$ cat src/rtl/fetch_unit.sv
// fetch_unit: PC generation, single-outstanding instruction memory requests
// and a small FIFO queue feeding decode.
//
// Parameters:
//   XLEN     address / instruction width
//   RESET_PC PC loaded by reset
//   PC_INC   sequential PC increment
//   DEPTH    fetch queue entries (power of two, >= 2)
// Ports:
//   clk, rst_n                      clock, async active-low reset
//   redirect_valid / redirect_pc    trap/flush redirect (highest priority)
//   b_taken / b_pc                  taken-branch redirect
//   imem_req_valid/ready/addr       request channel (addr = current PC)
//   imem_rsp_valid / imem_rsp_data  in-order response channel
//   out_valid/ready, out_pc/instr   queue head towards decode
//   perf_redirects, perf_stalls     saturating counters (FETCH_PERF_EN only)
// Optional feature macro: FETCH_PERF_EN.
module fetch_unit #(
    parameter int              XLEN     = 32,
    parameter logic [XLEN-1:0] RESET_PC = '0,
    parameter int              PC_INC   = 4,
    parameter int              DEPTH    = 4
) (
    input  logic            clk,
    input  logic            rst_n,
    input  logic            redirect_valid,
    input  logic [XLEN-1:0] redirect_pc,
    input  logic            b_taken,
    input  logic [XLEN-1:0] b_pc,
    output logic            imem_req_valid,
    input  logic            imem_req_ready,
    output logic [XLEN-1:0] imem_req_addr,
    input  logic            imem_rsp_valid,
    input  logic [XLEN-1:0] imem_rsp_data,
    output logic            out_valid,
    input  logic            out_ready,
    output logic [XLEN-1:0] out_pc,
`ifdef FETCH_PERF_EN
    output logic [XLEN-1:0] out_instr,
    output logic [31:0]     perf_redirects,
    output logic [31:0]     perf_stalls
`else
    output logic [XLEN-1:0] out_instr
`endif
);

    localparam int              AW  = $clog2(DEPTH);
    localparam logic [XLEN-1:0] INC = XLEN'(PC_INC);

    logic [XLEN-1:0] pc;
    logic [XLEN-1:0] req_pc;
    logic            outstanding;
    logic            drop;

    logic [XLEN-1:0] q_pc    [DEPTH];
    logic [XLEN-1:0] q_instr [DEPTH];
    logic [AW-1:0]   rd_ptr;
    logic [AW-1:0]   wr_ptr;
    logic [AW:0]     count;
    logic [AW-1:0]   head;

    logic            redirect;
    logic [XLEN-1:0] target;
    logic            full;
    logic            accept;
    logic            rsp_hit;
    logic            push;
    logic            pop;

    assign redirect = redirect_valid || b_taken;
    assign target   = redirect_valid ? redirect_pc : b_pc;

    // count never exceeds DEPTH, so its MSB alone flags a full queue
    assign full = count[AW];

    // rst_n gates the request so nothing is offered while in reset
    assign imem_req_valid = rst_n && !outstanding && !full && !redirect;
    assign imem_req_addr  = pc;
    assign accept         = imem_req_valid && imem_req_ready;

    // responses without an outstanding request are stray and ignored
    assign rsp_hit = imem_rsp_valid && outstanding;
    assign push    = rsp_hit && !drop && !redirect;

    assign out_valid = (count != '0);
    assign pop       = out_valid && out_ready && !redirect;

    // When empty, show the entry just before rd_ptr so the outputs keep
    // the last head rather than a stale slot.
    assign head      = out_valid ? rd_ptr : rd_ptr - 1'b1;
    assign out_pc    = q_pc[head];
    assign out_instr = q_instr[head];

    always_ff @(posedge clk or negedge rst_n) begin
        if (!rst_n) begin
            pc          <= RESET_PC;
            req_pc      <= '0;
            outstanding <= 1'b0;
            drop        <= 1'b0;
        end else if (redirect) begin
            pc <= target;
            if (rsp_hit) begin
                outstanding <= 1'b0;
                drop        <= 1'b0;
            end else if (outstanding) begin
                drop <= 1'b1;
            end
        end else begin
            if (accept) begin
                pc          <= pc + INC;
                req_pc      <= pc;
                outstanding <= 1'b1;
            end
            if (rsp_hit) begin
                outstanding <= 1'b0;
                drop        <= 1'b0;
            end
        end
    end

    always_ff @(posedge clk or negedge rst_n) begin
        if (!rst_n) begin
            rd_ptr <= '0;
            wr_ptr <= '0;
            count  <= '0;
        end else if (redirect) begin
            // flush: advance past the old head so it stays visible
            rd_ptr <= rd_ptr + 1'b1;
            wr_ptr <= rd_ptr + 1'b1;
            count  <= '0;
        end else begin
            if (push) begin
                wr_ptr <= wr_ptr + 1'b1;
            end
            if (pop) begin
                rd_ptr <= rd_ptr + 1'b1;
            end
            unique case (1'b1)
                push && !pop: count <= count + 1'b1;
                pop && !push: count <= count - 1'b1;
                default:      count <= count;
            endcase
        end
    end

    always_ff @(posedge clk) begin
        if (push) begin
            q_pc[wr_ptr]    <= req_pc;
            q_instr[wr_ptr] <= imem_rsp_data;
        end
    end

`ifdef FETCH_PERF_EN
    logic stall;

    assign stall = imem_req_valid && !imem_req_ready;

    always_ff @(posedge clk or negedge rst_n) begin
        if (!rst_n) begin
            perf_redirects <= '0;
            perf_stalls    <= '0;
        end else begin
            if (redirect && (perf_redirects != '1)) begin
                perf_redirects <= perf_redirects + 1'b1;
            end
            if (stall && (perf_stalls != '1)) begin
                perf_stalls <= perf_stalls + 1'b1;
            end
        end
    end
`endif

endmodule

$ cat config.mk
export PLATFORM = sky130hd
export DESIGN_NAME = fetch_unit
export DESIGN_NICKNAME = d
export VERILOG_FILES = /design/src/rtl/fetch_unit.sv
export SDC_FILE = /design/constraint.sdc
export NUM_CORES = 1
export LEC_CHECK = 0
export ABC_AREA = 1
export BUFFER_PORTS_ARGS = -buffer_cell sky130_fd_sc_hd__buf_2
export CAP_MARGIN = 20
export CORE_MARGIN = 10
export CORE_UTILIZATION = 55
export CTS_CLUSTER_SIZE = 12
export DETAILED_ROUTE_END_ITERATION = 6
export PLACE_DENSITY_LB_ADDON = 0.08
export SYNTH_ARGS = -nofsm -noshare
export SYNTH_HDL_FRONTEND = slang
export SYNTH_SLANG_ARGS = --single-unit
$ cat constraint.sdc
create_clock -name clk -period 7.7 [get_ports clk]
set_input_delay 0.385 -clock clk [delete_from_list [all_inputs] [get_ports clk]]
set_output_delay 0.385 -clock clk [all_outputs]
set_load 0.03 [all_outputs]
==> out/qor.csv, run 1 <==
stage,metric,value,unit
outcome,outcome,"complete, no violations",
place,dp_slack,4.40,ns
yosys,syn_nets,1361,
layout,diodes,0,
power_and_ir_drop,leakage,6.27,nW
layout,multi_input_area,3770,um^2
power_and_ir_drop,p_comb_share,40.3,%
yosys,syn-cell-area,13800,um^2
clock_network,clockBufferDepth,3,
routing,routed.top_layer,met4,
yosys,synth.avg_cell_area,11.0,um^2
sta,finalSetupViolations,0,
yosys,synth.top_cell.area_share,55.7,%
clock_network,clk_latency,0.50,ns
clock_network,cts-htree-levels,2,
critical_path,reg2reg_to,q_instr[2][24],
power_and_ir_drop,sequentialPowerShare,35.9,%
global_routing,grt_pass1_wl,52.3,mm
sta,max_clock_freq,0.262,GHz
power_and_ir_drop,clock_power_share,23.8,%
yosys,seq_area_frac_synth,69.0,%
place,dp_hpwl,20.9,mm
clock_network,clock-sinks,329,
critical_path,crit_required,7.32,ns
die,fp-row-count,57,
sta,tightest_slew,1.13,ns
critical_path,critPathLaunchType,flip-flop,
clock_network,cts_hold_buf,0,
power_and_ir_drop,internal-power,3.75,mW
global_routing,grt_pass1_vias,9893,
sta,maxSlewViolCount,0,
yosys,synth_seq_cells,329,
yosys,yosysUniqueCellTypes,35,
worst_hold_path,hold_path.class,primary input to asynchronous set/reset pin,
critical_path,crit_start,count[0],
run,max-cap-violations,0,
clock_network,postCtsSetupBuffers,0,
sta,tns,0,ns
die,die_h,178,um
global_routing,globalRouteTotalUtil,20.7,%
layout,drive_gt1_share,19.1,%
critical_path,crit_end,out_instr[0],
critical_path,reg2reg_slack,5.03,ns
layout,most-common-layout-cells,"edfxtp_1 (256), nor2_1 (229), nand2_1 (204), buf_2 (199), o21ai_0 (100)",
layout,register_area,9510,um^2
power_and_ir_drop,p_sw,2.71,mW
sta,fin_ws,3.88,ns
clock_network,numCtsBuffers,35,
critical_path,r2r_start,outstanding,
clock_network,post_cts_resized,0,
critical_path,end_kind,primary output,
clock_network,cts_tree,built,
routing,via_count,9842,
clock_network,cts_root_buf,clkbuf_16,
routing,ant_nets,0,
layout,final_core_util,65.3,%
critical_path,path_max_fanout,65,
clock_network,path_clk_slew,0.06,ns
yosys,yosysWarnings,0,
sta,fin_crit_sh,49.6,%
routing,drt_wl_total,33.3,mm
routing,dr_wl_met2,15.7,mm
routing,first_pass_iters,5,
sta,period_minus_slack,3.82,ns
place,io_buffer_count,200,
power_and_ir_drop,ir_drop,278,uV
critical_path,path_class,flip-flop to primary output,
die,core-area,24500,um^2
die,die-area,31800,um^2
routing,drt_iter0_drc,767,
yosys,synth_top_area_cell,edfxtp_1,
sta,rsz0062_at_grt,false,
sta,hold_violations,0,
die,fp.dieW,178,um
die,io_pins,201,
layout,final_common_cell,edfxtp_1,
place,place_congestion,0.924,
yosys,async_flop_share,22.2,%
yosys,synth_edf_count,256,
critical_path,r2r.worst_path.cells,5,
critical_path,cp.arrival,3.44,ns
global_routing,antenna_found_initial,0,
routing,wl_met3,2.72,mm
yosys,synthCells,1252,
layout,n_fill_cell,1935,
routing,vias_per_cell,5.54,
power_and_ir_drop,p_sw_share,41.9,%
yosys,synthTopCellsByArea,"edfxtp_1 (56%), dfrtp_1 (13%), nor2_1 (6.3%), nand2_1 (5.6%), o21ai_0 (3.6%)",
routing,drc,0,
sta,clock-skew-final,0.00910,ns
power_and_ir_drop,power_density,403,nW/um^2
global_routing,grt_max_degree,108,
yosys,synth_flop_cell,edfxtp_1,
sta,relSlewSlack,24.6,%
die,start_util,56.2,%
routing,wl_met1,14.2,mm
routing,wl_per_cell,18.7,um
global_routing,grt-ovfl-total,0,
layout,areaGrowthSynthToFinish,16.1,%
layout,nets,1542,
-- worst max-delay path, cell delays in order, from the launching register on --
cell and delay, ns:
dfrtp_1 0.45, nor2_4 0.14, nand2_4 0.08, nand2_1 0.10
nand2_4 0.18, inv_4 0.54, buf_4 0.67, o21ai_0 0.17
o22ai_1 0.26, buf_2 0.24
-- how the worst min path moves through the flow --
stage | end | slack (ns) | depth (start not counted)
after floorplan | count[0] | 0.09 | 0
after global placement | drop | 0.48 | 2
after detailed placement | q_pc[1][6] | 0.50 | 0
after CTS | drop | 0.06 | 1
after global routing | rd_ptr[0] | 0.08 | 1
final | drop | 0.0006 | 1
-- final cells by class --
cell class,instances,area share [%]
clock inverter,9,0.664
sequential,329,59.4
multi-input combinational,800,23.5
clock buffer,49,5.79
timing repair buffer,211,6.78
inverter,56,1.33
tap,324,2.53
-- sequential cells by signal, summed over array words and instances (netlist names) --
signal	count
rd_ptr	2
imem_req_addr	32
wr_ptr	2
q_instr	128
outstanding	1
drop	1
count	3
q_pc	128
req_pc	32
-- synth_stat cells, types with 7 or more instances --
library cell / n
a21oi_1: 36
o22ai_1: 67
edfxtp_1: 256
xor2_1: 9
buf_2: 54
nand2_1: 204
o21ai_1: 82
nor2_1: 233
inv_1: 52
dfrtp_1: 73
nand3_1: 32
o21ai_0: 100
buf_4: 7
-- metrics by stage --
step	power, mW	hold WS, ns	cells	instance area, um^2
after global routing	6.82	0.0823	1778	16000
after CTS	6.53	0.0555	1778	16000
final	6.45	0.000635	1778	16000
after global placement	4.95	0.483	1720	15000
after floorplan	4.18	0.0894	1252	13800
after detailed placement	4.98	0.499	1720	15000
-- routing by layer --
layer / global-route usage (%) / vias to the layer above
met5: 0 / -
met4: 6.10 / 0
met3: 5.69 / 55
met2: 33.5 / 358
met1: 26.8 / 4695
li1: - / 4734
-- kinds of logic (layout without fill, tap and decap cells) --
family | count (synthesis) | after routing | synth area share (%)
and+or+nand+nor | 488 | 488 | 14.2
DFF | 329 | 329 | 69.0
AOI/OAI and AO/OA | 294 | 294 | 11.4
buffers and inverters | 123 | 325 | 4.04
xor gates and xnor gates | 10 | 10 | 0.635
adders and majority gates | 6 | 6 | 0.599
muxes | 2 | 2 | 0.154
-- power by group through the flow --
stage                     Sequential (mW)  Clock, mW  Combinational, mW
after global placement               2.34          0               2.60
after floorplan                      2.33          0               1.85
after CTS                            2.31       1.57               2.65
after detailed placement             2.35          0               2.63
after global routing                 2.34       1.63               2.85
final                                2.32       1.53               2.60
Power figures use the tool's default switching activity.
==> run 2, diff against run 1 <==
Clock period 7.7 ns to 3.7 ns, I/O delays scaled along.
==> run 2 against run 1 <==
  * Combinational power grew 110%
  * Register-to-register slack worse by 4.0 ns
  * Flip-flop and latch count unchanged
  * Largest cell class unchanged
  * Highest routed layer unchanged
==> out/qor.csv, run 2 (synthesis results as in run 1) <==
stage,metric,value,unit
outcome,outcome,"complete, no violations",
clock_network,clockBufferDepth,3,
worst_hold_path,min_from,redirect_pc[6],
die,start_util,56.2,%
global_routing,grt-ovfl-total,0,
critical_path,cp_num_buf_inv,3,
routing,wl_per_cell,18.8,um
sta,maxSlewViolCount,0,
layout,final_common_cell,edfxtp_1,
sta,tightest_slew,0.947,ns
routing,first_pass_iters,6,
die,io_pins,201,
routing,ant_nets,0,
critical_path,crit_required,3.51,ns
layout,areaGrowthSynthToFinish,19.8,%
clock_network,cts_tree,built,
place,dp_slack,1.29,ns
sta,max_clock_freq,0.342,GHz
sta,hold_violations,0,
worst_hold_path,hold_path.class,primary input to flip-flop,
sta,clock-skew-final,0.0143,ns
critical_path,r2r_start,outstanding,
sta,fin_ws,0.773,ns
global_routing,antenna_found_initial,0,
layout,largestRegisters,"q_instr: 128 flops, q_pc: 128 flops",
layout,most-common-layout-cells,"edfxtp_1 (256), nor2_1 (229), nand2_1 (204), buf_2 (199), o21ai_0 (100)",
power_and_ir_drop,ir_drop,610,uV
sta,fin_crit_sh,79.1,%
clock_network,cts_root_buf,clkbuf_16,
critical_path,path_delay_family,buffers and inverters,
die,core-area,24500,um^2
clock_network,postCtsSetupBuffers,0,
layout,fin_cells,1823,
routing,vias_per_cell,5.55,
global_routing,grt_pass1_vias,9981,
global_routing,globalRouteTotalUtil,21.2,%
critical_path,cp.arrival,2.74,ns
critical_path,critPathLaunchType,flip-flop,
sta,period_minus_slack,2.93,ns
place,place_congestion,0.897,
die,fp.dieW,178,um
clock_network,cts-htree-levels,2,
layout,final_core_util,67.4,%
clock_network,clk_latency,0.50,ns
clock_network,numCtsBuffers,35,
layout,drive_gt1_share,18.9,%
sta,rsz0062_at_grt,false,
place,dp_cells,1726,
sta,relSlewSlack,36.8,%
clock_network,clock-sinks,329,
routing,drt_iter0_drc,786,
clock_network,path_clk_slew,0.06,ns
routing,drt_wl_total,34.3,mm
run,max-cap-violations,0,
layout,nets,1589,
critical_path,max_stage_delay,0.52,ns
power_and_ir_drop,power_density,817,nW/um^2
place,dp_hpwl,21.4,mm
critical_path,critPathSlowestCell,inv_2,
critical_path,crit_path_cell_trace,xor2_1 > o21ai_4 > inv_2 > buf_4 > o21ai_0 > o22ai_1 > buf_2,
layout,diodes,0,
global_routing,grt_max_degree,77,
critical_path,path_class,flip-flop to primary output,
die,die-area,31800,um^2
power_and_ir_drop,leakage,6.48,nW
routing,drc,0,
place,io_buffer_count,200,
routing,via_count,10100,
critical_path,crit_start,rd_ptr[0],
sta,finalSetupViolations,0,
critical_path,path_max_fanout,39,
global_routing,grt_pass1_wl,53.9,mm
critical_path,end_kind,primary output,
die,die_h,178,um
die,fp-row-count,57,
run 2: layer usage:
| layer | part of all wire (%) | global-route usage [%] | vias to the layer above |
|---|---|---|---|
| met1 | 44 | 28.3 | 4894 |
| li1 | - | - | 4816 |
| met4 | 1.8 | 5.61 | 0 |
| met2 | 47 | 34.1 | 374 |
| met5 | 0 | 0 | - |
| met3 | 7.9 | 5.48 | 42 |
run 2: layout make-up:
| type | count | area (um^2) |
|---|---|---|
| flip-flops and latches | 329 | 9510 |
| well taps | 324 | 405 |
| fillers | 1867 | 8010 |
| inverters | 56 | 213 |
| repair buffers | 258 | 1620 |
| clock inverters | 9 | 45.0 |
| clock buffers | 47 | 963 |
| multi-input cells | 800 | 3770 |
run 2: final timing paths:
check                      depth (start not counted)  slack [ns]               end
setup reg to reg                                   8        1.08  imem_req_addr[2]
hold / removal                                     3        0.01  imem_req_addr[6]
setup / recovery                                   7        0.77     out_instr[19]
max in group asynchronous                          3        2.63        req_pc[11]
hold reg to reg                                    2        0.50         req_pc[1]
min in group asynchronous                          3        0.46       outstanding
run 2: what timing repair did:
item | 4_1_cts | 5_1_grt
hold buffers | 41 | 0
resized for setup | 0 | 0
hold endpoints to repair | 207 | 0
run 2: through the flow:
step	area, um^2	hold WS [ns]	power [mW]	TNS [ns]
after CTS	16500	0.000775	13.6	0
after floorplan	13800	-0.111	8.69	-65.79
after global placement	15100	0.400	10.4	0
final	16500	0.0141	13.5	0
after detailed placement	15100	0.404	10.5	0
after global routing	16500	0.0268	14.2	0
run 2: worst register-to-register path: cells and delay by family (launching register included):
kind | cells | cell delay [ns]
AO/OA/AOI/OAI | 2 | 0.23
buffers and inverters | 3 | 1.42
flip-flops | 1 | 0.41
AND/OR/NAND/NOR | 3 | 0.50
run 2: report_power, final:
part           switching, mW  leakage, nW  total (mW)  internal, mW
combinational           4.04         2.81        5.57          1.53
clock                   1.31        0.486        3.12          1.81
sequential             0.356         3.19        4.81          4.46
total                   5.70         6.48        13.5          7.81
